File: config.mk
export PLATFORM = sky130hd
export DESIGN_NAME = counter_sched_flat
export DESIGN_NICKNAME = d
export VERILOG_FILES = /design/src/rtl/counter_sched_pkg.sv /design/src/rtl/counter_sched_if.sv /design/src/rtl/counter_sched_counter.sv /design/src/rtl/counter_sched.sv /design/src/flat_wrapper.sv
export SDC_FILE = /design/constraint.sdc
export NUM_CORES = 1
export LEC_CHECK = 0
export CAP_MARGIN = 40
export CELL_PAD_IN_SITES_DETAIL_PLACEMENT = 1
export CELL_PAD_IN_SITES_GLOBAL_PLACEMENT = 1
export CORE_MARGIN = 1.5
export CORE_UTILIZATION = 30
export CTS_CLUSTER_SIZE = 20
export DETAILED_ROUTE_END_ITERATION = 7
export GPL_TIMING_DRIVEN = 0
export PLACE_DENSITY = 0.87
export SLEW_MARGIN = 0
export SYNTH_ARGS = -nofsm -noshare
export SYNTH_HDL_FRONTEND = slang
export SYNTH_SLANG_ARGS = --single-unit
File: constraint.sdc
create_clock -name clk -period 2.3 [get_ports clk]
set_input_delay 0.345 -clock clk [delete_from_list [all_inputs] [get_ports clk]]
set_output_delay 0.345 -clock clk [all_outputs]
set_load 0.005 [all_outputs]
File: src/rtl/counter_sched_pkg.sv
// Shared types and helpers for the round-robin counter scheduler.
package counter_sched_pkg;

  typedef enum logic [1:0] {
    S_IDLE  = 2'd0,
    S_LOAD  = 2'd1,
    S_COUNT = 2'd2,
    S_DONE  = 2'd3
  } state_t;

  // Terminal count for a w-bit unsigned counter.
  function automatic int unsigned maxv_f(input int unsigned w);
    return (32'd1 << w) - 32'd1;
  endfunction

endpackage

File: src/rtl/counter_sched_if.sv
// Requester-side bus of the counter scheduler: requests, start values, grant/done pulses, status.
interface counter_sched_if #(
  parameter int N_REQ = 4,
  parameter int WIDTH = 4
);
  localparam int OW = (N_REQ > 1) ? $clog2(N_REQ) : 1;

  logic [N_REQ-1:0]       req;
  logic [N_REQ*WIDTH-1:0] in_val;
  logic [N_REQ-1:0]       gnt;
  logic [N_REQ-1:0]       done;
  logic                   busy;
  logic [OW-1:0]          owner;
  logic [WIDTH-1:0]       count;

  modport master (output req, in_val, input gnt, done, busy, owner, count);
  modport slave  (input req, in_val, output gnt, done, busy, owner, count);
endinterface

File: src/rtl/counter_sched_counter.sv
// Shared loadable up-counter; clr beats load beats en.
module sched_counter #(
  parameter int WIDTH = 4
) (
  input  logic             clk,
  input  logic             clr,
  input  logic             load,
  input  logic             en,
  input  logic [WIDTH-1:0] d,
  output logic [WIDTH-1:0] q
);
  logic [WIDTH-1:0] q_q, q_d;

  always_comb begin
    q_d = q_q;
    if (load)    q_d = d;
    else if (en) q_d = q_q + 1'b1;
  end

  always_ff @(posedge clk) begin
    if (clr) q_q <= '0;
    else     q_q <= q_d;
  end

  assign q = q_q;
endmodule

File: src/rtl/counter_sched.sv
// Round-robin sharing of one loadable up-counter among N_REQ requesters.
module counter_sched
  import counter_sched_pkg::*;
#(
  parameter int N_REQ = 4,
  parameter int WIDTH = 4
) (
  input  logic            clk,
  input  logic            clr,
  counter_sched_if.slave  bus
);
  localparam int OW = (N_REQ > 1) ? $clog2(N_REQ) : 1;
  localparam logic [WIDTH-1:0] MAXV = WIDTH'(maxv_f(WIDTH));

  state_t           state_q, state_d;
  logic [OW-1:0]    owner_q, owner_d;
  logic [OW-1:0]    ptr_q, ptr_d;
  logic [WIDTH-1:0] cnt, start;
  logic             ld, en;
  logic [N_REQ-1:0] gnt_o, done_o;

  // First requester at or after p, wrapping at N_REQ (not assumed a power of two).
  function automatic logic [OW-1:0] rr_pick(input logic [N_REQ-1:0] r, input logic [OW-1:0] p);
    logic [OW-1:0] sel;
    logic          found;
    int            idx;
    sel   = p;
    found = 1'b0;
    for (int k = 0; k < N_REQ; k++) begin
      idx = (int'(p) + k) % N_REQ;
      if (!found && r[idx]) begin
        sel   = OW'(idx);
        found = 1'b1;
      end
    end
    return sel;
  endfunction

  function automatic logic [OW-1:0] inc_wrap(input logic [OW-1:0] i);
    return (int'(i) == N_REQ - 1) ? '0 : i + 1'b1;
  endfunction

  always_comb begin
    start = '0;
    for (int i = 0; i < N_REQ; i++)
      if (owner_q == OW'(i)) start = bus.in_val[i*WIDTH +: WIDTH];
  end

  always_comb begin
    state_d = state_q;
    owner_d = owner_q;
    ptr_d   = ptr_q;
    ld      = 1'b0;
    en      = 1'b0;
    case (state_q)
      S_IDLE: begin
        if (|bus.req) begin
          owner_d = rr_pick(bus.req, ptr_q);
          state_d = S_LOAD;
        end
      end
      S_LOAD: begin
        ld      = 1'b1;
        state_d = S_COUNT;
      end
      S_COUNT: begin
        // A dropped request abandons the job; count is left where it stopped.
        if (!bus.req[owner_q]) begin
          state_d = S_IDLE;
          ptr_d   = inc_wrap(owner_q);
        end else if (cnt == MAXV) begin
          state_d = S_DONE;
        end else begin
          en = 1'b1;
        end
      end
      S_DONE: begin
        ptr_d   = inc_wrap(owner_q);
        state_d = S_IDLE;
      end
      default: state_d = S_IDLE;
    endcase
  end

  always_ff @(posedge clk) begin
    if (clr) begin
      state_q <= S_IDLE;
      owner_q <= '0;
      ptr_q   <= '0;
    end else begin
      state_q <= state_d;
      owner_q <= owner_d;
      ptr_q   <= ptr_d;
    end
  end

  sched_counter #(.WIDTH(WIDTH)) u_cnt (
    .clk  (clk),
    .clr  (clr),
    .load (ld),
    .en   (en),
    .d    (start),
    .q    (cnt)
  );

  always_comb begin
    gnt_o  = '0;
    done_o = '0;
    if (state_q == S_LOAD) gnt_o[owner_q]  = 1'b1;
    if (state_q == S_DONE) done_o[owner_q] = 1'b1;
  end

  assign bus.gnt   = gnt_o;
  assign bus.done  = done_o;
  assign bus.busy  = (state_q != S_IDLE);
  assign bus.owner = owner_q;
  assign bus.count = cnt;
endmodule
File: src/flat_wrapper.sv
// flat-port wrapper written by rule: the top's interface ports become plain ports
module counter_sched_flat import counter_sched_pkg::*;
#(
  parameter int N_REQ = 4,
  parameter int WIDTH = 4
)
  (clk, clr, bus_req, bus_in_val, bus_gnt, bus_done, bus_busy, bus_owner, bus_count);
  counter_sched_if #(.N_REQ(N_REQ), .WIDTH(WIDTH)) bus_i ();
  input  logic clk;
  input  logic clr;
  input wire logic [$bits(bus_i.req)-1:0] bus_req;
  input wire logic [$bits(bus_i.in_val)-1:0] bus_in_val;
  output wire logic [$bits(bus_i.gnt)-1:0] bus_gnt;
  output wire logic [$bits(bus_i.done)-1:0] bus_done;
  output wire logic [$bits(bus_i.busy)-1:0] bus_busy;
  output wire logic [$bits(bus_i.owner)-1:0] bus_owner;
  output wire logic [$bits(bus_i.count)-1:0] bus_count;
  assign bus_i.req = bus_req;
  assign bus_i.in_val = bus_in_val;
  assign bus_gnt = bus_i.gnt;
  assign bus_done = bus_i.done;
  assign bus_busy = bus_i.busy;
  assign bus_owner = bus_i.owner;
  assign bus_count = bus_i.count;
  counter_sched #(.N_REQ(N_REQ), .WIDTH(WIDTH)) u_core (.clk(clk), .clr(clr), .bus(bus_i));
endmodule
## Word level (Yosys, flattened, before mapping)

Index checks and enable logic that the tools add are counted.

| cells by class | value |
|---|---|
| add/sub/neg operators | 5 |
| order comparisons | 6 |
| equal/unequal tests | 11 |
| muxes and demuxes | 46 |
| bitwise gates (word level) | 3 |
| reductions and logical operators | 19 |

Operator list:

| operator | number |
|---|---|
| two-way mux 4 bit | 8 |
| two-way mux 1 bit | 22 |
| two-way mux 2 bit | 8 |
| less-than comparator 3 x 4 -> 1 bit, second input constant | 3 |
| binary-select mux 1 bit (select 2 bit) | 5 |
| equality test 2 bit, second input constant | 4 |
| one-hot mux 2 bit (4 select lines) | 1 |
| equality test 2 x 1 -> 1 bit, second input constant | 3 |
| less-than comparator 2 x 3 -> 1 bit, second input constant | 2 |
| AND reduction 2 bit | 3 |
| nonzero test 2 bit | 3 |
| OR reduction 2 bit | 3 |
| adder 2 x 1 -> 2 bit, second input constant | 2 |
| adder 2 bit, second input constant | 2 |
| adder 4 x 1 -> 4 bit, second input constant | 1 |
| equality test 4 bit, second input constant | 1 |
| logical AND 1 bit | 4 |
| logical NOT 2 bit | 2 |
| one-hot mux 2 bit (2 select lines) | 1 |
| OR reduction 4 bit | 1 |
| AND 1 bit, first input constant | 3 |
| logical NOT 1 bit | 3 |
| inequality test 3 bit, second input constant | 1 |
| demux 1 bit (select 2 bit) | 1 |
| other kinds (3) | 3 |

| storage, ports and cells | value |
|---|---|
| flip-flop bits (word level) | 10 |
| bits of input ports | 22 |
| output and inout port bits | 15 |
| logic and storage cells | 94 |

## Depth between registers and ports, before layout

Gate-level depths: netlist of the first run.

| logic depth | value |
|---|---|
| depth in word-level cells | 18 |
| gate-level depth with buffers | 7 |
| mapped depth without buffers | 6 |

## Cells and area by module

From an unflattened synthesis of the first run, not the netlist that was laid out.

| unflattened totals | value |
|---|---|
| cell total of the unflattened synthesis | 99 |
| area total of the unflattened synthesis | 792.0 µm² |

Modules (own cells, without submodules):

| module | instances | cells an instance | area an instance (µm²) | sequential area each (µm²) |
|---|---|---|---|---|
| counter_sched | 1 | 77 | 586.8 | 120.1 |
| sched_counter | 1 | 22 | 205.2 | 80.1 |

## Worst setup path after synthesis of the first run

OpenSTA, ideal clock, no wires.

| path | value |
|---|---|
| path type | register to register |
| start | reg u_core.owner_q[0] (netlist: u_core.bus.owner[0]) |
| end | reg u_core.u_cnt.q_q[1] (netlist: u_core.u_cnt.q[1]) |
| library setup time | 131 ps |
| data arrival time | 1554 ps |
| required time | 2169 ps |
| path slack | 615 ps |
| stages on the path, launching flop included | 7 |
| buffers on the path | 0 |
| clock period less this slack | 1685 ps |
| cells stage by stage | dfxtp_1 > inv_1 > ha_1 > nor2b_1 > a221o_2 > a221oi_1 > a211oi_2 |

| on the way | value |
|---|---|
| cells in the longest elaborated chain, start to end | 6 |
| elaborated cells between the ends (all ways) | 14 |
| classes of those cells | eq/ne: 3; mux: 9; reduce/logical: 2 |

RTL lines:

| what | RTL line | RTL |
|---|---|---|
| from (decl) | counter_sched.sv:16 | `logic [OW-1:0] owner_q, owner_d;` |
| from (signal assigned) | counter_sched.sv:92 | `owner_q <= owner_d;` |
| logical NOT 2 bit | counter_sched.sv:46 | `if (owner_q == OW'(i)) start = bus.in_val[i*WIDTH +: WIDTH];` |
| two-way mux 4 bit (4 in series) | counter_sched.sv:46 |  |
| two-way mux 4 bit | counter_sched_counter.sv:16 | `if (load) q_d = d;` |
| to (signal assigned) | counter_sched_counter.sv:22 | `else q_q <= q_d;` |
| to (decl) | counter_sched_counter.sv:12 | `logic [WIDTH-1:0] q_q, q_d;` |

Several ways; a longest one is shown, not always the timed one. The select of a mux whose other input is x is not followed.
A chain may end at the register's enable or synchronous reset.

## Worst setup path in the final report of the first run

| path | value |
|---|---|
| start | reg u_core.owner_q[1] (netlist: u_core.bus.owner[1]) |
| end | out bus_done[2] |

| on the way | value |
|---|---|
| cells in the longest elaborated chain, start to end | 5 |
| elaborated cells between the ends (all ways) | 6 |
| classes of those cells | order compare: 2; mux: 3; reduce/logical: 1 |

RTL lines:

| what | RTL line | RTL |
|---|---|---|
| less-than comparator 2 x 3 -> 1 bit (implied by the code) or >= comparator 2 x 1 -> 1 bit (tied branches) | counter_sched.sv:110 | `if (state_q == S_DONE) done_o[owner_q] = 1'b1;` |
| logical AND 1 bit (implied by the code) | counter_sched.sv:110 |  |
| two-way mux 1 bit (implied by the code) | counter_sched.sv:110 |  |
| demux 1 bit (select 2 bit) (*) | - |  |
| two-way mux 4 bit (*) | counter_sched.sv:110 |  |
| to (decl) | flat_wrapper.sv:14 | `output wire logic [$bits(bus_i.done)-1:0] bus_done;` |

Mark *: on every way between the ends. The rest lies on a longest branch, timed or not.

==> impl_metrics.toml, run 1 <==
[run_status]
status = "finished, final reports clean"

[critical_path]
critPathKind = "reg -> out"
cp_cell_sequence = "ha_1, and3_1, clkdlybuf4s50_1"
critPathBufInv = 1
worst_ep_arrival_time_ns = 1.81
cp.required_ns = 1.96
critPathLaunchType = "flop"
crit_slowest_cell = "clkdlybuf4s50_1"
critPathTopFamily = "buffers and inverters"
end_kind = "primary output"
cp_max_fo = 10
cpPeakStageDelay_ns = 0.50

[floorplanning]
die_w_um = 56.5
io_pins = 37
die_y_um = 56.5
die_area_um2 = 3190
fp-row-count = 19
core_um2 = 2730
initial_core_util = 0.314

[sta]
clock.fmax_mhz = 464
slew-limit-headroom = 0.530
final_hold_viol_count = 0
holdWs_ns = 0.302
skew_ns = 0.00214
setup_viol = 0
tns_ns = 0
finalMaxSlewViolations = 0
rsz0062_at_grt = "no"
period_share = 0.938
worst_pin_slew_ns = 0.696
period_minus_slack_ns = 2.16

[finish]
nets = 163
seq_area_um2 = 201
area_growth_pct = 49.3
stdcell_area_um2 = 1280
final_cell_mix = "35 x clkdlybuf4s50_1, 9 x inv_1, 9 x a21oi_1, 9 x dfxtp_1, 6 x nor2_1"
final_common_cell = "clkdlybuf4s50_1"
multi_input_area_um2 = 582
fillCellCount = 332
diodes = 0
drive_gt1_frac = 0.148
finish.utilization = 0.468

[logic_synthesis]
postSynthCellCount = 97
synth_simple_gate_area_frac = 0.260
synthXorXnorAreaFrac = 0.0102
yosysWarnings = 0
ys.flop_type = "dfxtp_1"
synth.distinct_cells = 37
syn_area_um2 = 857
seq_area_frac_synth = 0.234
synth_top_family_by_area = "simple AND/OR/NAND/NOR gates"
synth_nets = 124
synth-compound-area-share = 0.245
synthAdderAreaFrac = 0.0730
async_flop_share = 0
synthMuxAreaShare = 0.0905
syn_avg_cell_area_um2 = 8.84
synth_edf_count = 0
ys_ff_latch = 10

[detailed_routing]
via_per_inst = 5.31
ant_nets = 0
drcViolationCount = 0
drtIter0Drc = 12
wirelength_um = 2500
first_pass_iters = 4
wl_per_cell_um = 15.1
via_count = 882

[placed_design]
portBuffers = 35
dpl.hpwl_um = 1980
place_area_um2 = 1250
gp_congestion = 0.725

[global_routing]
antenna_found_initial = 0
grt_max_degree = 11
grt_first_pass_wirelength_um = 4360
gr-usage-all-layers = 0.171
grt-ovfl-total = 0
first_global_vias = 954

[clock_network]
cts_setup_buffers = 0
numCtsBuffers = 3
cts_tree = "done"
clk_latency_ns = 0.28
root_buffer = "clkbuf_4"
cts_buffer_depth = 2
postCtsHoldBufs = 0
cts.clk_slew.worst_paths_ns = 0.07
cts_sinks = 10
clock_tree.htree_level_count = 1

[power_and_ir_drop]
power_density_nw_per_um2 = 496
power_leakage_uw = 0.000512
vdd_drop_max_mv = 0.336

[hold_path]
hold_path.class = "in -> reg"

[run]
maxCapViolCount = 0
## registers in the layout, summed over array words and instances (netlist names)
signal            count
u_core.u_cnt.q        4
u_core.bus.owner      2
u_core.ptr_q          2
u_core.state_q        2
## layer usage
layer,global-route usage,routed length [µm]
met1,0.185,982
met2,0.331,1380
met3,0.0461,123
met4,0.0306,15
met5,0,0
## area by class of cell
class	count	share of cell area
multi-input combinational	74	0.455
timing repair buffer	35	0.274
sequential	10	0.157
tap	31	0.0303
buffer	3	0.0293
clock buffer	4	0.0283
inverter	9	0.0264
## cells in the mapped netlist (all sizes together) (2+ instances only)
library cell | instances | share of area
dfxtp | 10 | 0.23
nand3 | 3 | 0.029
mux2i | 4 | 0.047
clkbuf | 3 | 0.036
nand2 | 3 | 0.016
nand3b | 2 | 0.018
nor3b | 2 | 0.018
a211o | 2 | 0.020
a211oi | 2 | 0.023
a221oi | 7 | 0.086
nand2b | 3 | 0.022
inv | 9 | 0.039
and3 | 5 | 0.036
nor2 | 6 | 0.026
ha | 5 | 0.073
and2 | 4 | 0.029
a21oi | 9 | 0.053
nor2b | 4 | 0.029
## stage by stage
| step | power, µW | worst slack (ns) | cells |
|---|---|---|---|
| detailed placement | 472 | 0.238 | 163 |
| global placement | 461 | 0.270 | 163 |
| finish | 634 | 0.143 | 166 |
| global route | 673 | 0.0323 | 166 |
| floorplan | 358 | 0.615 | 97 |
| CTS | 641 | 0.00274 | 167 |
## report_power, final
group	switching, µW	leakage, µW	internal (µW)
sequential	29.1	0.0000826	193
clock	71.1	0.0000210	96.4
combinational	102	0.000408	143
total	202	0.000512	432
## worst paths after layout
check	startpoint	end	slack (ns)	cells past startpoint
worst max-delay path	u_core.bus.owner[1]	bus_done[2]	0.14	3
worst min-delay path	clr	u_core.u_cnt.q[1]	0.30	2
worst max register to register	u_core.bus.owner[1]	u_core.u_cnt.q[1]	0.47	6
worst min register to register	u_core.bus.owner[1]	u_core.bus.owner[1]	0.55	2
## timing repair
action,in CTS,in global routing
resized for setup,1,0
setup endpoints to repair,2,2
pin swaps,0,0
## kinds of logic (layout without fill, tap and decap cells)
family / count (synthesis) / after routing
DFF: 10 / 10
adders and majority gates: 5 / 5
xor gates and xnor gates: 1 / 1
buffers and inverters: 13 / 51
muxes: 6 / 6
and+or+nand+nor: 36 / 36
AOI/OAI and AO/OA: 26 / 26
(Power assumes the default switching activity.)
==> inputs of run 2 (changes only) <==
Settings changed: REMOVE_ABC_BUFFERS set to 1.
==> run 2 against run 1 <==
Compared with the run above: clock power about the same; sequential share of layout area up 0.31 points; worst hold slack better by 0.23 ns; global-route usage up 1.2 points; routed wire length up 6.6%; clock-buffer cell count unchanged; cell area down 2.0%; fmax down 1.9%; combinational power about the same; critical path type unchanged; critical endpoint unchanged; largest cell class unchanged.
==> impl_metrics.toml, run 2 (synthesis results as in run 1) <==
[critical_path]
critPathTopFamily = "buffers and inverters"
cp_cell_sequence = "ha_1, and3_1, clkdlybuf4s50_1"
crit_slowest_cell = "clkdlybuf4s50_1"
end_kind = "primary output"
cp_max_fo = 10
worst_ep_arrival_time_ns = 1.85
cp.required_ns = 1.96
critPathKind = "reg -> out"
cpPeakStageDelay_ns = 0.51
critPathBufInv = 1
critPathLaunchType = "flop"

[placed_design]
gp_congestion = 0.812
place_area_um2 = 1210
portBuffers = 36
dpl.hpwl_um = 2180

[floorplanning]
die_area_um2 = 3190
initial_core_util = 0.314
die_w_um = 56.5
die_y_um = 56.5
fp-row-count = 19
core_um2 = 2730
io_pins = 37

[clock_network]
root_buffer = "clkbuf_4"
postCtsHoldBufs = 0
cts_sinks = 10
cts_tree = "done"
clk_latency_ns = 0.28
clock_tree.htree_level_count = 1
cts.clk_slew.worst_paths_ns = 0.07
cts_buffer_depth = 2
numCtsBuffers = 3

[sta]
slew-limit-headroom = 0.551
final_hold_viol_count = 0
skew_ns = 0.00968
clock.fmax_mhz = 455
period_minus_slack_ns = 2.20
setup_viol = 0
rsz0062_at_grt = "no"
period_share = 0.956
finalMaxSlewViolations = 0
tns_ns = 0
holdWs_ns = 0.533
worst_pin_slew_ns = 0.665

[detailed_routing]
via_count = 878
ant_nets = 0
wirelength_um = 2670
drcViolationCount = 0
first_pass_iters = 4
wl_per_cell_um = 16.3
via_per_inst = 5.35
drtIter0Drc = 14

[finish]
final_cell_mix = "36 x clkdlybuf4s50_1, 9 x inv_1, 9 x a21oi_1, 9 x dfxtp_1, 6 x nor2_1"
stdcell_area_um2 = 1250
fillCellCount = 330
nets = 161
final_common_cell = "clkdlybuf4s50_1"
largest_reg_flops = 4
diodes = 0
drive_gt1_frac = 0.135
area_growth_pct = 46.4

[global_routing]
antenna_found_initial = 0
first_global_vias = 979
grt_max_degree = 12
grt_first_pass_wirelength_um = 4570
grt-ovfl-total = 0
gr-usage-all-layers = 0.183

[power_and_ir_drop]
vdd_drop_max_mv = 0.379
power.internal_uw = 428
power_leakage_uw = 0.000494
seq_power_share = 0.350
clkPwrFrac = 0.268
swShare = 0.326
power_density_nw_per_um2 = 506
p_sw_uw = 207
p_comb_frac = 0.382

[hold_path]
hold_path.class = "reg -> reg"

[run_status]
status = "finished, final reports clean"

[run]
maxCapViolCount = 0
## run 2: layer usage
metal	GRT usage	wire length [µm]
met5	0	0
met4	0.0442	31
met3	0.0553	115
met2	0.341	1430
met1	0.201	1090
## run 2: final timing paths
kind / startpoint / end / slack, ns / cells after the start
worst max-delay path: u_core.bus.owner[1] / bus_done[2] / 0.10 / 3
worst min-delay path: u_core.bus.owner[0] / u_core.bus.owner[0] / 0.53 / 2
worst max register to register: u_core.bus.owner[1] / u_core.u_cnt.q[1] / 0.44 / 6
worst min register to register: u_core.bus.owner[0] / u_core.bus.owner[0] / 0.53 / 2
## run 2: area by class of cell
| cell class | instances | area [µm²] | share of cell area |
|---|---|---|---|
| sequential | 10 | 201 | 0.161 |
| inverter | 9 | 33.8 | 0.0269 |
| timing repair buffer | 36 | 360 | 0.287 |
| tap | 31 | 38.8 | 0.0309 |
| clock buffer | 4 | 36.3 | 0.0289 |
| multi-input combinational | 74 | 584 | 0.466 |
## run 2: worst register-to-register path, delay by kind of cell, from the launching register on
kind / cells / cell delay, ns
DFF: 1 / 0.45
AOI/OAI and AO/OA: 3 / 0.78
buffers and inverters: 1 / 0.10
adders and majority gates: 1 / 0.24
and+or+nand+nor: 1 / 0.18
## run 2: power groups by stage
stage	clock, µW	sequential [µW]	combinational, µW
after floorplan	0	218	131
after global placement	0	223	234
after detailed placement	0	225	245
after CTS	171	222	246
after global routing	180	227	267
final	170	222	243
## run 2: what timing repair did
item,in CTS,in global routing
gates resized for setup,1,1
setup endpoints to repair,2,2
buffers inserted,0,0
pin swaps,0,0
cloned,0,0
## run 2: metrics by stage
stage	power [µW]	setup slack (ns)	utilization	instances
finish	635	0.101	0.459	164
global route	674	0.0190	0.459	164
CTS	638	0.0560	0.459	164
detailed placement	470	0.208	0.444	160
global placement	457	0.275	0.444	160
floorplan	349	0.612	-	93
